$ cat config.mk
export PLATFORM = sky130hd
export DESIGN_NAME = id_stage_flat
export DESIGN_NICKNAME = d
export VERILOG_FILES = /design/src/rtl/id_stage_if.sv /design/src/rtl/id_stage.sv /design/src/flat_wrapper.sv
export SDC_FILE = /design/constraint.sdc
export NUM_CORES = 2
export LEC_CHECK = 0
export ABC_AREA = 1
export CORE_MARGIN = 2
export CORE_UTILIZATION = 43
export DETAILED_ROUTE_END_ITERATION = 6
export SKIP_CTS_REPAIR_TIMING = 1
export SLEW_MARGIN = 10
export SYNTH_ARGS = -nofsm -noshare
export SYNTH_HDL_FRONTEND = slang
export SYNTH_SLANG_ARGS = --single-unit
$ cat constraint.sdc
create_clock -name clock -period 72.7 [get_ports clock]
set_input_delay 10.905 -clock clock [delete_from_list [all_inputs] [get_ports clock]]
set_output_delay 10.905 -clock clock [all_outputs]
set_load 0.005 [all_outputs]
$ cat src/rtl/id_stage_if.sv
// ---------------------------------------------------------------------------
// id_stage_if
// Bundle of every non-clock signal of the MIPS32 instruction-decode stage.
//   master : the pipeline around the stage (IF/ID, MEM/WB, ID_EX, fetch)
//            drives the inputs and receives the decode results.
//   slave  : the id_stage itself.
// Inputs : instr_IN, proxDir_IN, wb_regwrite, wb_writereg, wb_writedata,
//          ex_memread, ex_rt
// Outputs: proxDir_OUT, DR1_OUT, DR2_OUT, sign_extend_OUT, rt_OUT, rd_OUT,
//          regsdt, branch, memread, memtoreg, memwrite, alusrc, regwrite,
//          aluop, stall, flush_idex
// ---------------------------------------------------------------------------
interface id_stage_if;
  logic [31:0] instr_IN;
  logic [31:0] proxDir_IN;
  logic        wb_regwrite;
  logic [4:0]  wb_writereg;
  logic [31:0] wb_writedata;
  logic        ex_memread;
  logic [4:0]  ex_rt;

  logic [31:0] proxDir_OUT;
  logic [31:0] DR1_OUT;
  logic [31:0] DR2_OUT;
  logic [31:0] sign_extend_OUT;
  logic [4:0]  rt_OUT;
  logic [4:0]  rd_OUT;
  logic        regsdt;
  logic        branch;
  logic        memread;
  logic        memtoreg;
  logic        memwrite;
  logic        alusrc;
  logic        regwrite;
  logic [1:0]  aluop;
  logic        stall;
  logic        flush_idex;

  modport master (
    output instr_IN, proxDir_IN, wb_regwrite, wb_writereg, wb_writedata,
           ex_memread, ex_rt,
    input  proxDir_OUT, DR1_OUT, DR2_OUT, sign_extend_OUT, rt_OUT, rd_OUT,
           regsdt, branch, memread, memtoreg, memwrite, alusrc, regwrite,
           aluop, stall, flush_idex
  );

  modport slave (
    input  instr_IN, proxDir_IN, wb_regwrite, wb_writereg, wb_writedata,
           ex_memread, ex_rt,
    output proxDir_OUT, DR1_OUT, DR2_OUT, sign_extend_OUT, rt_OUT, rd_OUT,
           regsdt, branch, memread, memtoreg, memwrite, alusrc, regwrite,
           aluop, stall, flush_idex
  );
endinterface

$ cat src/rtl/id_stage.sv
// ---------------------------------------------------------------------------
// id_stage
// MIPS32 instruction-decode stage. Holds the 32x32 register file, decodes the
// main control bits, sign-extends the immediate, bypasses same-cycle
// write-back data into the read ports and detects load-use hazards.
// All outputs are combinational: ID_EX captures them on the same edge.
// Ports:
//   clock : pipeline clock, register file writes on the rising edge
//   reset : asynchronous active-high, clears the register file and forces
//           control / stall / flush outputs low
//   bus   : id_stage_if.slave, all data, control and hazard signals
// ---------------------------------------------------------------------------
module id_stage (
  input logic        clock,
  input logic        reset,
  id_stage_if.slave  bus
);

  localparam logic [5:0] OP_RTYPE = 6'b000000;
  localparam logic [5:0] OP_LW    = 6'b100011;
  localparam logic [5:0] OP_SW    = 6'b101011;
  localparam logic [5:0] OP_BEQ   = 6'b000100;
  localparam logic [5:0] OP_ADDI  = 6'b001000;

  // Control vector order: {regsdt, branch, memread, memtoreg, memwrite,
  //                        alusrc, regwrite, aluop[1:0]}
  localparam logic [8:0] CTRL_NOP = 9'b0_0_0_0_0_0_0_00;

  logic [31:0] regs_r [32];

  logic [5:0]  opcode_s;
  logic [4:0]  rs_s;
  logic [4:0]  rt_s;
  logic        wb_valid_s;
  logic        bypass_rs_s;
  logic        bypass_rt_s;
  logic [31:0] dr1_s;
  logic [31:0] dr2_s;
  logic [8:0]  dec_ctrl_s;
  logic        uses_rt_s;
  logic        hazard_s;
  logic [8:0]  ctrl_s;
  logic        stall_s;

  assign opcode_s   = bus.instr_IN[31:26];
  assign rs_s       = bus.instr_IN[25:21];
  assign rt_s       = bus.instr_IN[20:16];
  // Writes to $0 are discarded, so they never bypass either.
  assign wb_valid_s = bus.wb_regwrite && (bus.wb_writereg != 5'd0);

  // Register file storage: async clear, write-back commits even during a stall.
  always_ff @(posedge clock or posedge reset) begin
    if (reset) begin
      for (int i = 0; i < 32; i++) begin
        regs_r[i] <= 32'd0;
      end
    end else if (wb_valid_s) begin
      regs_r[bus.wb_writereg] <= bus.wb_writedata;
    end
  end

  // Read ports with same-cycle write-back bypass. Entry 0 is never written
  // and is cleared by reset, so it always reads zero from storage.
  always_comb begin
    bypass_rs_s = wb_valid_s && (bus.wb_writereg == rs_s);
    bypass_rt_s = wb_valid_s && (bus.wb_writereg == rt_s);
    if (bypass_rs_s) begin
      dr1_s = bus.wb_writedata;
    end else begin
      dr1_s = regs_r[rs_s];
    end
    if (bypass_rt_s) begin
      dr2_s = bus.wb_writedata;
    end else begin
      dr2_s = regs_r[rt_s];
    end
  end

  // Main decoder; unknown opcodes execute as NOP.
  always_comb begin
    dec_ctrl_s = CTRL_NOP;
    uses_rt_s  = 1'b0;
    case (opcode_s)
      OP_RTYPE: begin
        dec_ctrl_s = 9'b1_0_0_0_0_0_1_10;
        uses_rt_s  = 1'b1;
      end
      OP_LW: begin
        dec_ctrl_s = 9'b0_0_1_1_0_1_1_00;
        uses_rt_s  = 1'b0;
      end
      OP_SW: begin
        dec_ctrl_s = 9'b0_0_0_0_1_1_0_00;
        uses_rt_s  = 1'b1;
      end
      OP_BEQ: begin
        dec_ctrl_s = 9'b0_1_0_0_0_0_0_01;
        uses_rt_s  = 1'b1;
      end
      OP_ADDI: begin
        dec_ctrl_s = 9'b0_0_0_0_0_1_1_00;
        uses_rt_s  = 1'b0;
      end
      default: begin
        dec_ctrl_s = CTRL_NOP;
        uses_rt_s  = 1'b0;
      end
    endcase
  end

  // Load-use detection. rt only counts as a source for R-type, sw and beq;
  // for lw/addi it is the destination. Reset masks the whole stage.
  always_comb begin
    hazard_s = bus.ex_memread && (bus.ex_rt != 5'd0) &&
               ((bus.ex_rt == rs_s) || ((bus.ex_rt == rt_s) && uses_rt_s));
    if (reset || hazard_s) begin
      ctrl_s = CTRL_NOP;
    end else begin
      ctrl_s = dec_ctrl_s;
    end
    if (reset) begin
      stall_s = 1'b0;
    end else begin
      stall_s = hazard_s;
    end
  end

  assign bus.proxDir_OUT     = bus.proxDir_IN;
  assign bus.DR1_OUT         = dr1_s;
  assign bus.DR2_OUT         = dr2_s;
  assign bus.sign_extend_OUT = {{16{bus.instr_IN[15]}}, bus.instr_IN[15:0]};
  assign bus.rt_OUT          = bus.instr_IN[20:16];
  assign bus.rd_OUT          = bus.instr_IN[15:11];
  assign bus.regsdt          = ctrl_s[8];
  assign bus.branch          = ctrl_s[7];
  assign bus.memread         = ctrl_s[6];
  assign bus.memtoreg        = ctrl_s[5];
  assign bus.memwrite        = ctrl_s[4];
  assign bus.alusrc          = ctrl_s[3];
  assign bus.regwrite        = ctrl_s[2];
  assign bus.aluop           = ctrl_s[1:0];
  assign bus.stall           = stall_s;
  assign bus.flush_idex      = stall_s;

endmodule
$ cat src/flat_wrapper.sv
// flat-port wrapper written by rule: the top's interface ports become plain ports
module id_stage_flat 
  (clock, reset, bus_instr_IN, bus_proxDir_IN, bus_wb_regwrite, bus_wb_writereg, bus_wb_writedata, bus_ex_memread, bus_ex_rt, bus_proxDir_OUT, bus_DR1_OUT, bus_DR2_OUT, bus_sign_extend_OUT, bus_rt_OUT, bus_rd_OUT, bus_regsdt, bus_branch, bus_memread, bus_memtoreg, bus_memwrite, bus_alusrc, bus_regwrite, bus_aluop, bus_stall, bus_flush_idex);
  id_stage_if bus_i ();
  input logic clock;
  input logic reset;
  input wire logic [$bits(bus_i.instr_IN)-1:0] bus_instr_IN;
  input wire logic [$bits(bus_i.proxDir_IN)-1:0] bus_proxDir_IN;
  input wire logic [$bits(bus_i.wb_regwrite)-1:0] bus_wb_regwrite;
  input wire logic [$bits(bus_i.wb_writereg)-1:0] bus_wb_writereg;
  input wire logic [$bits(bus_i.wb_writedata)-1:0] bus_wb_writedata;
  input wire logic [$bits(bus_i.ex_memread)-1:0] bus_ex_memread;
  input wire logic [$bits(bus_i.ex_rt)-1:0] bus_ex_rt;
  output wire logic [$bits(bus_i.proxDir_OUT)-1:0] bus_proxDir_OUT;
  output wire logic [$bits(bus_i.DR1_OUT)-1:0] bus_DR1_OUT;
  output wire logic [$bits(bus_i.DR2_OUT)-1:0] bus_DR2_OUT;
  output wire logic [$bits(bus_i.sign_extend_OUT)-1:0] bus_sign_extend_OUT;
  output wire logic [$bits(bus_i.rt_OUT)-1:0] bus_rt_OUT;
  output wire logic [$bits(bus_i.rd_OUT)-1:0] bus_rd_OUT;
  output wire logic [$bits(bus_i.regsdt)-1:0] bus_regsdt;
  output wire logic [$bits(bus_i.branch)-1:0] bus_branch;
  output wire logic [$bits(bus_i.memread)-1:0] bus_memread;
  output wire logic [$bits(bus_i.memtoreg)-1:0] bus_memtoreg;
  output wire logic [$bits(bus_i.memwrite)-1:0] bus_memwrite;
  output wire logic [$bits(bus_i.alusrc)-1:0] bus_alusrc;
  output wire logic [$bits(bus_i.regwrite)-1:0] bus_regwrite;
  output wire logic [$bits(bus_i.aluop)-1:0] bus_aluop;
  output wire logic [$bits(bus_i.stall)-1:0] bus_stall;
  output wire logic [$bits(bus_i.flush_idex)-1:0] bus_flush_idex;
  assign bus_i.instr_IN = bus_instr_IN;
  assign bus_i.proxDir_IN = bus_proxDir_IN;
  assign bus_i.wb_regwrite = bus_wb_regwrite;
  assign bus_i.wb_writereg = bus_wb_writereg;
  assign bus_i.wb_writedata = bus_wb_writedata;
  assign bus_i.ex_memread = bus_ex_memread;
  assign bus_i.ex_rt = bus_ex_rt;
  assign bus_proxDir_OUT = bus_i.proxDir_OUT;
  assign bus_DR1_OUT = bus_i.DR1_OUT;
  assign bus_DR2_OUT = bus_i.DR2_OUT;
  assign bus_sign_extend_OUT = bus_i.sign_extend_OUT;
  assign bus_rt_OUT = bus_i.rt_OUT;
  assign bus_rd_OUT = bus_i.rd_OUT;
  assign bus_regsdt = bus_i.regsdt;
  assign bus_branch = bus_i.branch;
  assign bus_memread = bus_i.memread;
  assign bus_memtoreg = bus_i.memtoreg;
  assign bus_memwrite = bus_i.memwrite;
  assign bus_alusrc = bus_i.alusrc;
  assign bus_regwrite = bus_i.regwrite;
  assign bus_aluop = bus_i.aluop;
  assign bus_stall = bus_i.stall;
  assign bus_flush_idex = bus_i.flush_idex;
  id_stage u_core (.clock(clock), .reset(reset), .bus(bus_i));
endmodule
---- Word level (Yosys, flattened, before mapping) ----
Index checks and enable logic that the tools add are counted.
cells by class
  div/mod/pow operators ................... 0
  shift operators ......................... 0
  bitwise operators ....................... 3
  $lt $le $gt $ge ......................... 4
  reductions and logical operators ........ 13
  multiply operators ...................... 0
  $add $sub $neg .......................... 0
  equality and inequality tests ........... 8
  mux-type cells .......................... 15
operators with widths
  kind                  count
  $bwmux W1024          1
  $bmux W32 S5          2
  $mux W32              7
  $demux W32 S5         1
  $pmux W9 S5           1
  $eq A5 B5 Y1          4
  $ge A6 B6 Y1 const B  3
  $not A5 Y6            3
  $eq A6 B6 Y1 const B  2
  $reduce_bool A5 Y1    2
  $mux W9               1
  $logic_and A1 B1 Y1   7
  $eq A6 B3 Y1 const B  1
  $eq A6 B4 Y1 const B  1
  $logic_not A6 Y1      1
  $lt A6 B1 Y1 const B  1
  $reduce_or A3 Y1      1
  $logic_or A1 B1 Y1    2
  $mux W1               2
storage, ports and cells
  memories ................................ 0
  bits in writable memories ............... 0
  flip-flop bits (word level) ............. 1024
  input port bits ......................... 110
  bits in latches ......................... 0
  memory bits (read-only) ................. 0
  logic and storage cells ................. 75

---- Longest topological paths before layout ----
  depth after elaboration ................. 8
  depth in mapped cells ................... 12
  depth with buffers taken out ............ 10

---- Least setup slack after synthesis ----
OpenSTA, ideal clock, no wires.
  path kind ............................... input to output
  start ................................... input reset
  end ..................................... output bus_aluop[0]
  setup slack ............................. 25.872 ns
  data arrival time ....................... 35.923 ns
  stages on the path ...................... 4
  data required time ...................... 61.795 ns
  cell sequence ........................... inv_1 nand2_1 nor2_1 buf_4
on the way
  cells in the longest elaborated chain, start to end .. 2
RTL lines
  what                line                source
  start, declared     flat_wrapper.sv:6   input logic reset;
  $logic_or A1 B1 Y1  id_stage.sv:116     if (reset || hazard_s) begin
  $mux W9             id_stage.sv:116
  end, declared       flat_wrapper.sv:27  output wire logic [$bits(bus_i.aluop)-1:0] bus_aluop;
No other way between the ends.

---- Worst setup path in the final report ----
  start ................................... input bus_instr_IN[21]
  end ..................................... output bus_DR1_OUT[15]
on the way
  cells in the longest elaborated chain, start to end .. 5
RTL lines
  what                                         line                source
  start, declared                              flat_wrapper.sv:7   input wire logic [$bits(bus_i.instr_IN)-1:0] bus_instr_IN;
  $not A5 Y6 (not written as such)             id_stage.sv:70      dr1_s = regs_r[rs_s];
  $bmux W32 S5                                 id_stage.sv:70
  $mux W32 (not written as such) (2 in a row)  id_stage.sv:70
  $mux W32 (*)                                 id_stage.sv:67      if (bypass_rs_s) begin
  end, declared                                flat_wrapper.sv:15  output wire logic [$bits(bus_i.DR1_OUT)-1:0] bus_DR1_OUT;
Every way passes the cells marked *; elsewhere a longest branch is shown, timed or not. The select of a mux whose other input is x is not followed.

==> qor.yml <==
status:
  status: "finished, violations left"
  violations: "DRC"
layout:
  area_delta_synth_final_pct: 7.95
  regMostFlops: "u_core.regs_r"
  reg_top3: "u_core.regs_r (1024)"
  multiInputGateArea_sq_um: 28500
  drive_gt1_share_pct: 5.06
  stdcell_count: 9847
  fillers: 13500
  final_area_sq_um: 62900
  largest_reg_flops: 1024
  regArea_sq_um: 25600
  nets: 8084
floorplanning:
  placeableCoreArea_sq_um: 135000
  ios: 259
  die_area_sq_um: 139000
  fp.dieW_um: 372
  core.rowCount: 135
  die_h_um: 372
  start_util_pct: 43.2
routing:
  vias_per_cell: 5.90
  drtPass1Iterations: 7
  drc: 1
  wl_per_cell_um: 23.6
  drt_iter0_markers: 8653
  wirelength_um: 233000
  vias: 58100
  postRouteAntennaNets: 0
power:
  vdd_drop_max_mv: 0.0192
  leakage_nw: 29.3
  powerDensity_nw_per_um2: 27.4
  power.total_mw: 1.72
setup_path:
  crit_path_end_kind: "output port"
  crit_required_ns: 61.80
  start_kind: "primary input"
  path_cells: "buf_8 -> buf_4 -> buf_4 -> buf_4 -> nand2_1 -> nand3_1 -> nand3_1 -> nand2_1 -> nand2_1 -> nand3_1 -> nand3_1 -> nand2_1 -> clkdlybuf4s50_1"
  r2r_setup_slack_ns: 71.92
  cp.arrival_ns: 15.58
  crit_path_max_fanout: 87
  rr_endpoint: "u_core.regs_r[721]$_DFFE_PP0P_"
  r2r_cells: 2
  worstReg2RegStart: "u_core.regs_r[721]$_DFFE_PP0P_"
  crit_slowest_cell: "buf_4"
  worst-setup-path-type: "primary input to output port"
  max_stage_delay_ns: 0.99
yosys:
  synth_commonest_cells: "3548 x nand2_1, 1735 x nand3_1, 1024 x dfrtp_1"
  synthAdderAreaFrac_pct: 0
  synth_xor_area_share_pct: 0.165
  ys_seq_elements: 1024
  synth_top_family_by_area: "simple AND/OR/NAND/NOR gates"
  synth_edf_count: 0
  seq_area_frac_synth_pct: 44.0
  async_reset_ff_share_pct: 100
  syn_nets: 8593
  synth_compound_area_share_pct: 8.99
  synth_top_area_share_pct: 44.0
  syn_area_per_cell_sq_um: 6.87
  synth_cell_type_count: 33
  synth_most_common_cell: "nand2_1"
  yosysWarnings: 0
  syn_inst: 8483
  synthTopCellsByArea: "dfrtp_1 44%, nand2_1 23%, nand3_1 15%, o21ai_0 6.8%, clkbuf_1 3.2%"
  synth-main-ff-cell: "dfrtp_1"
  synth_mux_area_share_pct: 0
  post-synth-top-area-cell: "dfrtp_1"
  syn_area_sq_um: 58300
  synth_simple_gate_area_share_pct: 39.6
run:
  cap_viol_max_count: 0
global_routing:
  grt_max_degree: 205
  antenna_found_initial: 3
  grt_pass1_vias: 54400
  grt_pass1_wl_um: 349000
  grt_usage_pct: 33.1
  grt_overflow: 0
timing:
  hold_viol_final: 0
  rsz0062_at_grt: "no"
  final.period_utilization_pct: 36.4
  fmax_mhz: 37.8
  skew_ns: 0
  tns_ns: 0
  relSlewSlack_pct: 12.5
  worst_hold_slack_ns: 0.382
  setup_violations: 0
  finalMaxSlewViolations: 0
  post-route-min-period_ns: 26.49
  tightest_slew_ns: 1.31
placement:
  place_area_sq_um: 58900
  io_buffers: 141
  placedCellCount: 9637
  place.gp.congestion: 0.835
  hpwl_um: 113000
clock_tree:
  cts_tree: "yes"
  clock-sinks: 1024
  cts_root_buffer: "clkbuf_16"
  htreeDepth: 3
  insertion_delay_ns: 0.74
  cts_buffers: 116
  clk_pin_slew_ns: 0.05
  cts_buffer_depth: 3
min_path:
  hold_path.class: "flip-flop to flip-flop"
  hold_end: "u_core.regs_r[1022]$_DFFE_PP0P_"
  holdPathStages: 0
  holdCritStartpoint: "u_core.regs_r[1022]$_DFFE_PP0P_"
[stage by stage]
| stage | setup WS (ns) | utilization, % |
|---|---|---|
| final | 46.21 | 46.6 |
| after global routing | 46.08 | 46.6 |
| after CTS | 46.34 | 46.6 |
| after detailed placement | 46.34 | 43.7 |
| after global placement | 46.38 | 43.7 |
| after floorplan | 25.87 | - |
[power breakdown]
part	internal, mW	leakage (nW)	total (mW)	switching, mW
sequential	0.678	13.2	0.763	0.0852
combinational	0.126	14.2	0.338	0.212
clock	0.365	1.95	0.620	0.255
[layout by cell type (no fill, tap or decap), drive strengths merged]
cell / count
nand3b: 1
nor3: 13
xnor2: 4
nor4: 1
dfrtp: 1024
clkinvlp: 6
nand4: 4
clkbuf: 171
nor2: 178
o211ai: 2
xor2: 7
buf: 90
nand2: 3570
clkinv: 22
o21ai: 838
nand3: 1735
diode: 1
a21oi: 158
bufinv: 11
clkdlybuf4s50: 131
inv: 98
a22o: 1
[worst max-delay path, delay by kind of cell]
kind                   cells  cell delay, ns
buffers and inverters      5            3.61
and+or+nand+nor            8            0.92
[final cells by class]
class | count | share of cell area, %
diodes | 1 | 0.00398
clock inverters | 38 | 0.823
flip-flops and latches | 1024 | 40.7
multi-input cells | 6512 | 45.4
inverters | 99 | 0.680
clock buffers | 171 | 5.49
well taps | 1781 | 3.54
repair buffers | 221 | 3.37
[logic make-up (layout without fill, tap and decap cells)]
kind of cell | Yosys count | count (layout)
AOI/OAI and AO/OA | 999 | 999
xor gates and xnor gates | 11 | 11
buffers and inverters | 947 | 529
DFF | 1024 | 1024
other | 0 | 1
and+or+nand+nor | 5502 | 5502
[how the worst max path moves through the flow]
stage	from	endpoint	slack [ns]	depth (start not counted)
after floorplan	reset	bus_aluop[0]	25.87	4
after global placement	bus_instr_IN[21]	bus_DR1_OUT[15]	46.38	13
after detailed placement	bus_instr_IN[21]	bus_DR1_OUT[15]	46.34	13
after CTS	bus_instr_IN[21]	bus_DR1_OUT[15]	46.34	13
after global routing	bus_instr_IN[21]	bus_DR1_OUT[18]	46.08	13
final	bus_instr_IN[21]	bus_DR1_OUT[15]	46.21	13
[layer usage]
| layer | up-vias | GRT usage, % | part of all wire (%) |
|---|---|---|---|
| met4 | 8 | 12.5 | 3.9 |
| met2 | 3320 | 49.8 | 43 |
| met3 | 591 | 7.30 | 11 |
| met5 | - | 1.47 | 0.12 |
| met1 | 27700 | 46.3 | 42 |
| li1 | 26500 | - | - |
Power figures use the tool's default switching activity.
